===== src/rtl/ibus_pkg.sv =====
// Shared definitions for the two-master ibus arbiter: bus widths and
// ownership state encoding.
package ibus_pkg;

  localparam int IBUS_AW = 18;
  localparam int IBUS_DW = 16;

  typedef enum logic [1:0] {
    IDLE = 2'd0,
    OWN0 = 2'd1,
    OWN1 = 2'd2
  } arb_state_e;

  function automatic arb_state_e own_state(input logic id);
    return id ? OWN1 : OWN0;
  endfunction

endpackage


===== src/rtl/ibus_rd_tag_pipe.sv =====
// RD_LAT-deep shift register of {valid, master id}; the tail entry lines up
// with the slave's read data for the read issued RD_LAT cycles earlier.
module ibus_rd_tag_pipe #(
  parameter int RD_LAT = 1
) (
  input  logic clk,
  input  logic rst,
  input  logic push,
  input  logic id,
  output logic tail_valid,
  output logic tail_id
);

  logic [RD_LAT-1:0] valid_q;
  logic [RD_LAT-1:0] valid_d;
  logic [RD_LAT-1:0] id_q;
  logic [RD_LAT-1:0] id_d;

  // shift every cycle; an idle cycle inserts an invalid entry
  always_comb begin
    valid_d    = '0;
    id_d       = '0;
    valid_d[0] = push;
    id_d[0]    = push & id;
    for (int i = 1; i < RD_LAT; i++) begin
      valid_d[i] = valid_q[i-1];
      id_d[i]    = id_q[i-1];
    end
  end

  // tag storage; reset drops every read in flight
  always_ff @(posedge clk or posedge rst) begin
    if (rst) begin
      valid_q <= '0;
      id_q    <= '0;
    end else begin
      valid_q <= valid_d;
      id_q    <= id_d;
    end
  end

  assign tail_valid = valid_q[RD_LAT-1];
  assign tail_id    = id_q[RD_LAT-1];

endmodule


===== src/rtl/ibus_arbiter.sv =====
// Round-robin, burst-bounded arbiter letting two masters share the ibus;
// read data is routed back to the issuing master after the slave latency.
module ibus_arbiter
  import ibus_pkg::*;
#(
  parameter int RD_LAT    = 1,
  parameter int MAX_BURST = 8
) (
  input  logic               clk,
  input  logic               rst,
  input  logic               m0_req,
  input  logic               m0_we,
  input  logic [IBUS_AW-1:0] m0_adr,
  input  logic [IBUS_DW-1:0] m0_wdata,
  output logic               m0_gnt,
  output logic               m0_rvalid,
  output logic [IBUS_DW-1:0] m0_rdata,
  input  logic               m1_req,
  input  logic               m1_we,
  input  logic [IBUS_AW-1:0] m1_adr,
  input  logic [IBUS_DW-1:0] m1_wdata,
  output logic               m1_gnt,
  output logic               m1_rvalid,
  output logic [IBUS_DW-1:0] m1_rdata,
  output logic               ibus_ren,
  output logic [IBUS_AW-1:0] ibus_radr,
  input  logic [IBUS_DW-1:0] ibus_rdata,
  output logic               ibus_wen,
  output logic [IBUS_AW-1:0] ibus_wadr,
  output logic [IBUS_DW-1:0] ibus_wdata
);

  localparam logic [5:0] LAST_BEAT = 6'(MAX_BURST - 1);

  arb_state_e state_q, state_d;
  logic       rr_q, rr_d;
  logic [5:0] beat_cnt_q, beat_cnt_d;

  logic own_id_s;
  logic own_req_s;
  logic oth_req_s;
  logic rd_push_s;
  logic tail_valid_s;
  logic tail_id_s;

  assign own_id_s  = (state_q == OWN1);
  assign own_req_s = own_id_s ? m1_req : m0_req;
  assign oth_req_s = own_id_s ? m0_req : m1_req;

  // next-state, round-robin pointer and burst counter
  always_comb begin
    state_d    = state_q;
    rr_d       = rr_q;
    beat_cnt_d = beat_cnt_q;
    case (state_q)
      IDLE: begin
        beat_cnt_d = 6'd0;
        if (m0_req && m1_req) begin
          state_d = own_state(rr_q);
        end else if (m0_req) begin
          state_d = OWN0;
        end else if (m1_req) begin
          state_d = OWN1;
        end else begin
          state_d = IDLE;
        end
      end
      OWN0, OWN1: begin
        if (!own_req_s) begin
          // owner let go: hand straight over if the other side is waiting
          state_d    = oth_req_s ? own_state(~own_id_s) : IDLE;
          rr_d       = ~own_id_s;
          beat_cnt_d = 6'd0;
        end else if ((beat_cnt_q == LAST_BEAT) && oth_req_s) begin
          state_d    = own_state(~own_id_s);
          rr_d       = ~own_id_s;
          beat_cnt_d = 6'd0;
        end else if (beat_cnt_q != LAST_BEAT) begin
          beat_cnt_d = beat_cnt_q + 6'd1;
        end else begin
          beat_cnt_d = beat_cnt_q;
        end
      end
      default: begin
        state_d    = IDLE;
        beat_cnt_d = 6'd0;
      end
    endcase
  end

  // arbitration state registers
  always_ff @(posedge clk or posedge rst) begin
    if (rst) begin
      state_q    <= IDLE;
      rr_q       <= 1'b0;
      beat_cnt_q <= 6'd0;
    end else begin
      state_q    <= state_d;
      rr_q       <= rr_d;
      beat_cnt_q <= beat_cnt_d;
    end
  end

  assign m0_gnt = (state_q == OWN0) & m0_req;
  assign m1_gnt = (state_q == OWN1) & m1_req;

  // bus mux: everything reads zero when no beat is granted
  always_comb begin
    ibus_ren   = 1'b0;
    ibus_wen   = 1'b0;
    ibus_radr  = '0;
    ibus_wadr  = '0;
    ibus_wdata = '0;
    if (m0_gnt) begin
      ibus_ren   = ~m0_we;
      ibus_wen   = m0_we;
      ibus_radr  = m0_adr;
      ibus_wadr  = m0_adr;
      ibus_wdata = m0_wdata;
    end else if (m1_gnt) begin
      ibus_ren   = ~m1_we;
      ibus_wen   = m1_we;
      ibus_radr  = m1_adr;
      ibus_wadr  = m1_adr;
      ibus_wdata = m1_wdata;
    end else begin
      ibus_ren   = 1'b0;
      ibus_wen   = 1'b0;
    end
  end

  assign rd_push_s = (m0_gnt & ~m0_we) | (m1_gnt & ~m1_we);

  ibus_rd_tag_pipe #(
    .RD_LAT(RD_LAT)
  ) u_tag_pipe (
    .clk        (clk),
    .rst        (rst),
    .push       (rd_push_s),
    .id         (m1_gnt),
    .tail_valid (tail_valid_s),
    .tail_id    (tail_id_s)
  );

  assign m0_rvalid = tail_valid_s & ~tail_id_s;
  assign m1_rvalid = tail_valid_s & tail_id_s;
  assign m0_rdata  = m0_rvalid ? ibus_rdata : '0;
  assign m1_rdata  = m1_rvalid ? ibus_rdata : '0;

endmodule


===== config.mk =====
export PLATFORM = sky130hd
export DESIGN_NAME = ibus_arbiter
export DESIGN_NICKNAME = d
export VERILOG_FILES = /design/src/rtl/ibus_pkg.sv /design/src/rtl/ibus_rd_tag_pipe.sv /design/src/rtl/ibus_arbiter.sv
export SDC_FILE = /design/constraint.sdc
export NUM_CORES = 1
export LEC_CHECK = 0
export ABC_AREA = 1
export CAP_MARGIN = 20
export CELL_PAD_IN_SITES_DETAIL_PLACEMENT = 0
export CELL_PAD_IN_SITES_GLOBAL_PLACEMENT = 2
export CORE_MARGIN = 4
export CORE_UTILIZATION = 12
export DETAILED_ROUTE_END_ITERATION = 16
export PLACE_DENSITY_LB_ADDON = 0.1
export SYNTH_ARGS = -nofsm -noshare
export SYNTH_HDL_FRONTEND = slang
export SYNTH_SLANG_ARGS = --single-unit

===== constraint.sdc =====
create_clock -name clk -period 3.1 [get_ports clk]
set_input_delay 0.31 -clock clk [delete_from_list [all_inputs] [get_ports clk]]
set_output_delay 0.31 -clock clk [all_outputs]
set_load 0.01 [all_outputs]

==> results of run 1 <==
## kinds of logic (layout without fill, tap and decap cells)
kind of cell,count (synthesis),in the layout,share of synthesized area
AO/OA/AOI/OAI,6,6,0.0211
XOR/XNOR,4,4,0.0227
adder cells (fa/ha/maj),6,6,0.0487
buffers and inverters,64,221,0.213
flip-flops,11,11,0.179
AND/OR/NAND/NOR,189,189,0.516
## cell type report
class | count | share of cell area
clock buffer | 4 | 0.0228
multi-input combinational | 205 | 0.270
sequential | 11 | 0.0795
timing repair buffer | 182 | 0.527
tap | 172 | 0.0621
inverter | 35 | 0.0379
## worst register-to-register path, stage by stage (launching register included)
cell	delay [ns]
sky130_fd_sc_hd__dfrtp_1	0.41
sky130_fd_sc_hd__inv_1	0.08
sky130_fd_sc_hd__ha_1	0.19
sky130_fd_sc_hd__nand2_2	0.07
sky130_fd_sc_hd__buf_4	0.37
sky130_fd_sc_hd__nor2_1	0.14
sky130_fd_sc_hd__inv_1	0.12
sky130_fd_sc_hd__a21oi_1	0.08
## worst paths after layout
check                                                to  slack (ns)  cells past startpoint
min in group clk                 state_q[0]$_DFFE_PP0P_        0.54                      2
hold / removal                beat_cnt_q[2]$_DFFE_PP0P_        0.38                      2
max in group asynchronous  u_tag_pipe.tail_id$_DFF_PP0_        2.41                      2
setup reg to reg           u_tag_pipe.tail_id$_DFF_PP0_        1.52                      7
setup / recovery                          ibus_wdata[2]        0.31                      8
hold reg to reg                  state_q[0]$_DFFE_PP0P_        0.54                      2
## power by group through the flow
stage | clock network [mW] | registers, mW | logic, mW
after floorplan | 0 | 0.199 | 0.577
after global placement | 0 | 0.208 | 1.12
after detailed placement | 0 | 0.208 | 1.11
after CTS | 0.240 | 0.207 | 1.12
after global routing | 0.250 | 0.211 | 1.21
final | 0.232 | 0.205 | 1.09
## cells in the final DEF (no fill, tap or decap), drive strengths merged
cell / count
xor2: 1
xnor2: 3
o211ai: 1
nor2: 43
ha: 6
nor3: 2
nand3: 42
inv: 34
nand2: 101
buf: 3
clkbuf: 4
clkdlybuf4s50: 179
a21oi: 3
clkinv: 1
o21ai: 2
dfrtp: 11
or2: 1
## routing by layer
layer,GRT usage,share of wire,vias up
met5,0,0,-
met4,0.0210,0.012,0
met3,0.0219,0.095,6
met2,0.149,0.45,110
met1,0.125,0.44,922
li1,-,-,1143
## cells in the mapped netlist, drive strengths merged
master / n / share of area
nand2: 101 / 0.25
nor2: 43 / 0.11
nand3: 42 / 0.14
inv: 34 / 0.083
buf: 28 / 0.13
dfrtp: 11 / 0.18
ha: 6 / 0.049
a21oi: 3 / 0.0097
xnor2: 3 / 0.017
nor3: 2 / 0.013
o21ai: 2 / 0.0065
clkbuf: 1 / 0.0024
clkinv: 1 / 0.0024
o211ai: 1 / 0.0049
or2: 1 / 0.0041
xor2: 1 / 0.0057
## metrics by stage
| step | instances | hold slack [ns] |
|---|---|---|
| 3_5_place_dp | 605 | 0.539 |
| 4_1_cts | 609 | 0.408 |
| 3_3_place_gp | 605 | 0.521 |
| 6_report | 609 | 0.385 |
| 2_1_floorplan | 280 | 0.162 |
| 5_1_grt | 609 | 0.448 |
## state kept, by name (all words and copies together) (netlist names)
register and cells:
beat_cnt_q 6, rr_q 1, state_q 2, u_tag_pipe.tail_id 1, u_tag_pipe.tail_valid 1
==> summary.md, run 1 <==
| Metric | Value |
|---|---|
| Core Util, Final | `0.276` |
| Portion of total power attributed to sequential cells | `0.134` |
| HPWL reported at the end of detailed placement | `6190 um` |
| Number of resized instances in the post-cts repair step | `0` |
| Largest net degree at the start of global routing | `37` |
| Count of antenna-violating nets left after detailed routing | `0` |
| Total global-route track usage | `0.0924` |
| Net switching power of the design | `623 uW` |
| TritonCTS clock tree | `done` |
| Die extent in x | `121 um` |
| P&R area growth vs syn | `125%` |
| Initial antenna violation count | `0` |
| Outcome | `complete, no violations` |
| CTS clk-pin slew, worst paths | `0.04 ns` |
| Classification of the worst setup path | `reg2out` |
| First-pass iteration count of the detailed router | `4` |
| Worst clock skew | `0.00195 ns` |
| DR vias | `2181` |
| Rows | `41` |
| DIE HEIGHT | `121 um` |
| Gate count of the mapped netlist | `280` |
| Leak pwr | `1.56 nW` |
| Max clock buf depth | `2` |
| Top cell family by delay on the critical path | `buffers and inverters` |
| Clock power share | `0.152` |
| Final setup violation count | `0` |
| Relative slew margins | `0.574` |
| Input/output buffers | `179` |
| Syn Std Cell Area | `1540 um2` |
| Tot Pwr | `1.53 mW` |
| Cell area power density | `441 nW/um2` |
| Initial cell density of the core | `0.123` |
| Measured slew at the worst slew-check pin | `0.637 ns` |
| DIE AREA | `14700 um2` |
| RD Place Congestion | `0.702` |
| Library cell appearing most often on the critical path | `sky130_fd_sc_hd__nand2_1` |
| Number of vias per cell after detailed routing | `3.58` |
| Syn_nets | `376` |
| Min Clock Period, post-route | `2.79 ns` |
| Antenna diode count | `0` |
| Filler Cell Count | `1411` |
| Drt initial violations | `141` |
| Worst path arrival time | `2.48 ns` |
| Post-detailed-route DRC marker count | `0` |
| Number of buffers added to fix hold violations after cts | `0` |
| Internal Power | `904 uW` |
| Final instance area | `3460 um2` |
| Placement-stage cell area | `3390 um2` |
| Number of distinct library cell variants in the gate-level netlist after synthesis | `21` |
| Setup TNS | `0 ns` |
| Worst setup margin | `0.311 ns` |
| Total grt overflow | `0` |
| CTS H-tree depth | `1` |
| Worst Setup SP | `state_q[0]$_DFFE_PP0P_` |
| Highest net fanout along the worst path | `30` |
| Number of hold violations in the final report | `0` |
| Category of the worst setup path capture point | `output pin` |
| Highest-delay cell along the critical path | `sky130_fd_sc_hd__clkdlybuf4s50_1` |
| Floorplan Core Area | `12600 um2` |
| Worst IR Drop VDD | `191 uV` |
| Sequential cell area fraction in the yosys report | `0.179` |
| Num CTS Buffers | `3` |
| Top-level port count | `180` |
| Yosys warning count | `0` |
| RSZ-0062 raised after global routing | `no` |
| Sinks on Clock Net | `11` |
| Register area | `275 um2` |
| Detail-routed net length per standard cell | `12.4 um` |
| Layout cell share with drive strength beyond 1 | `0.0366` |
| Global-route wire length before repair | `10900 um` |
| Area of combinational cells with multiple inputs | `937 um2` |
| Worst EP required | `2.79 ns` |
| Buffer and inverter count on the worst path | `4` |
| Achievable Freq | `0.358 GHz` |
| Post-Synthesis Mean Instance Area | `5.50 um2` |
| Cell chain of the critical path | `inv_1 > ha_1 > nand2_1 > inv_2 > buf_4 > nand3_1 > nand2_1 > clkdlybuf4s50_1` |
| Final net count | `534` |
| Synthesized flop and latch total | `11` |
| Type of the worst min-delay path | `in2async` |
| Via count of the first global-routing pass | `2010` |
| Switching power as a share of total power | `0.408` |
| Startpoint type of the worst setup path | `flip-flop` |
| Final Max Slew Viols | `0` |
| Dpl ws | `0.418 ns` |
| R2R Path Start | `state_q[1]$_DFFE_PP0P_` |
| Critical Path Max Stage Delay | `0.53 ns` |
| Clock latency of the later-clocked register in the worst-skew pair | `0.23 ns` |
| Part of the power in combinational logic | `0.714` |
| Master cell of the clock root buffer | `sky130_fd_sc_hd__clkbuf_16` |
| Post-CTS setup repair buffer count | `0` |
| Fraction of the cycle the final worst path needs | `0.900` |
| Total routed wirelength | `7570 um` |
| MaxCap Viol Count | `0` |
Power figures use the tool's default switching activity.
==> run 2: changes to the inputs <==
--- a/config.mk
+++ b/config.mk
@@ -6,7 +6,6 @@
 export NUM_CORES = 1
 export LEC_CHECK = 0
 export ABC_AREA = 1
-export CAP_MARGIN = 20
 export CELL_PAD_IN_SITES_DETAIL_PLACEMENT = 0
 export CELL_PAD_IN_SITES_GLOBAL_PLACEMENT = 2
 export CORE_MARGIN = 4
==> results of run 2 <==
The final DEF is identical to that of run 1; final timing and power are the same.
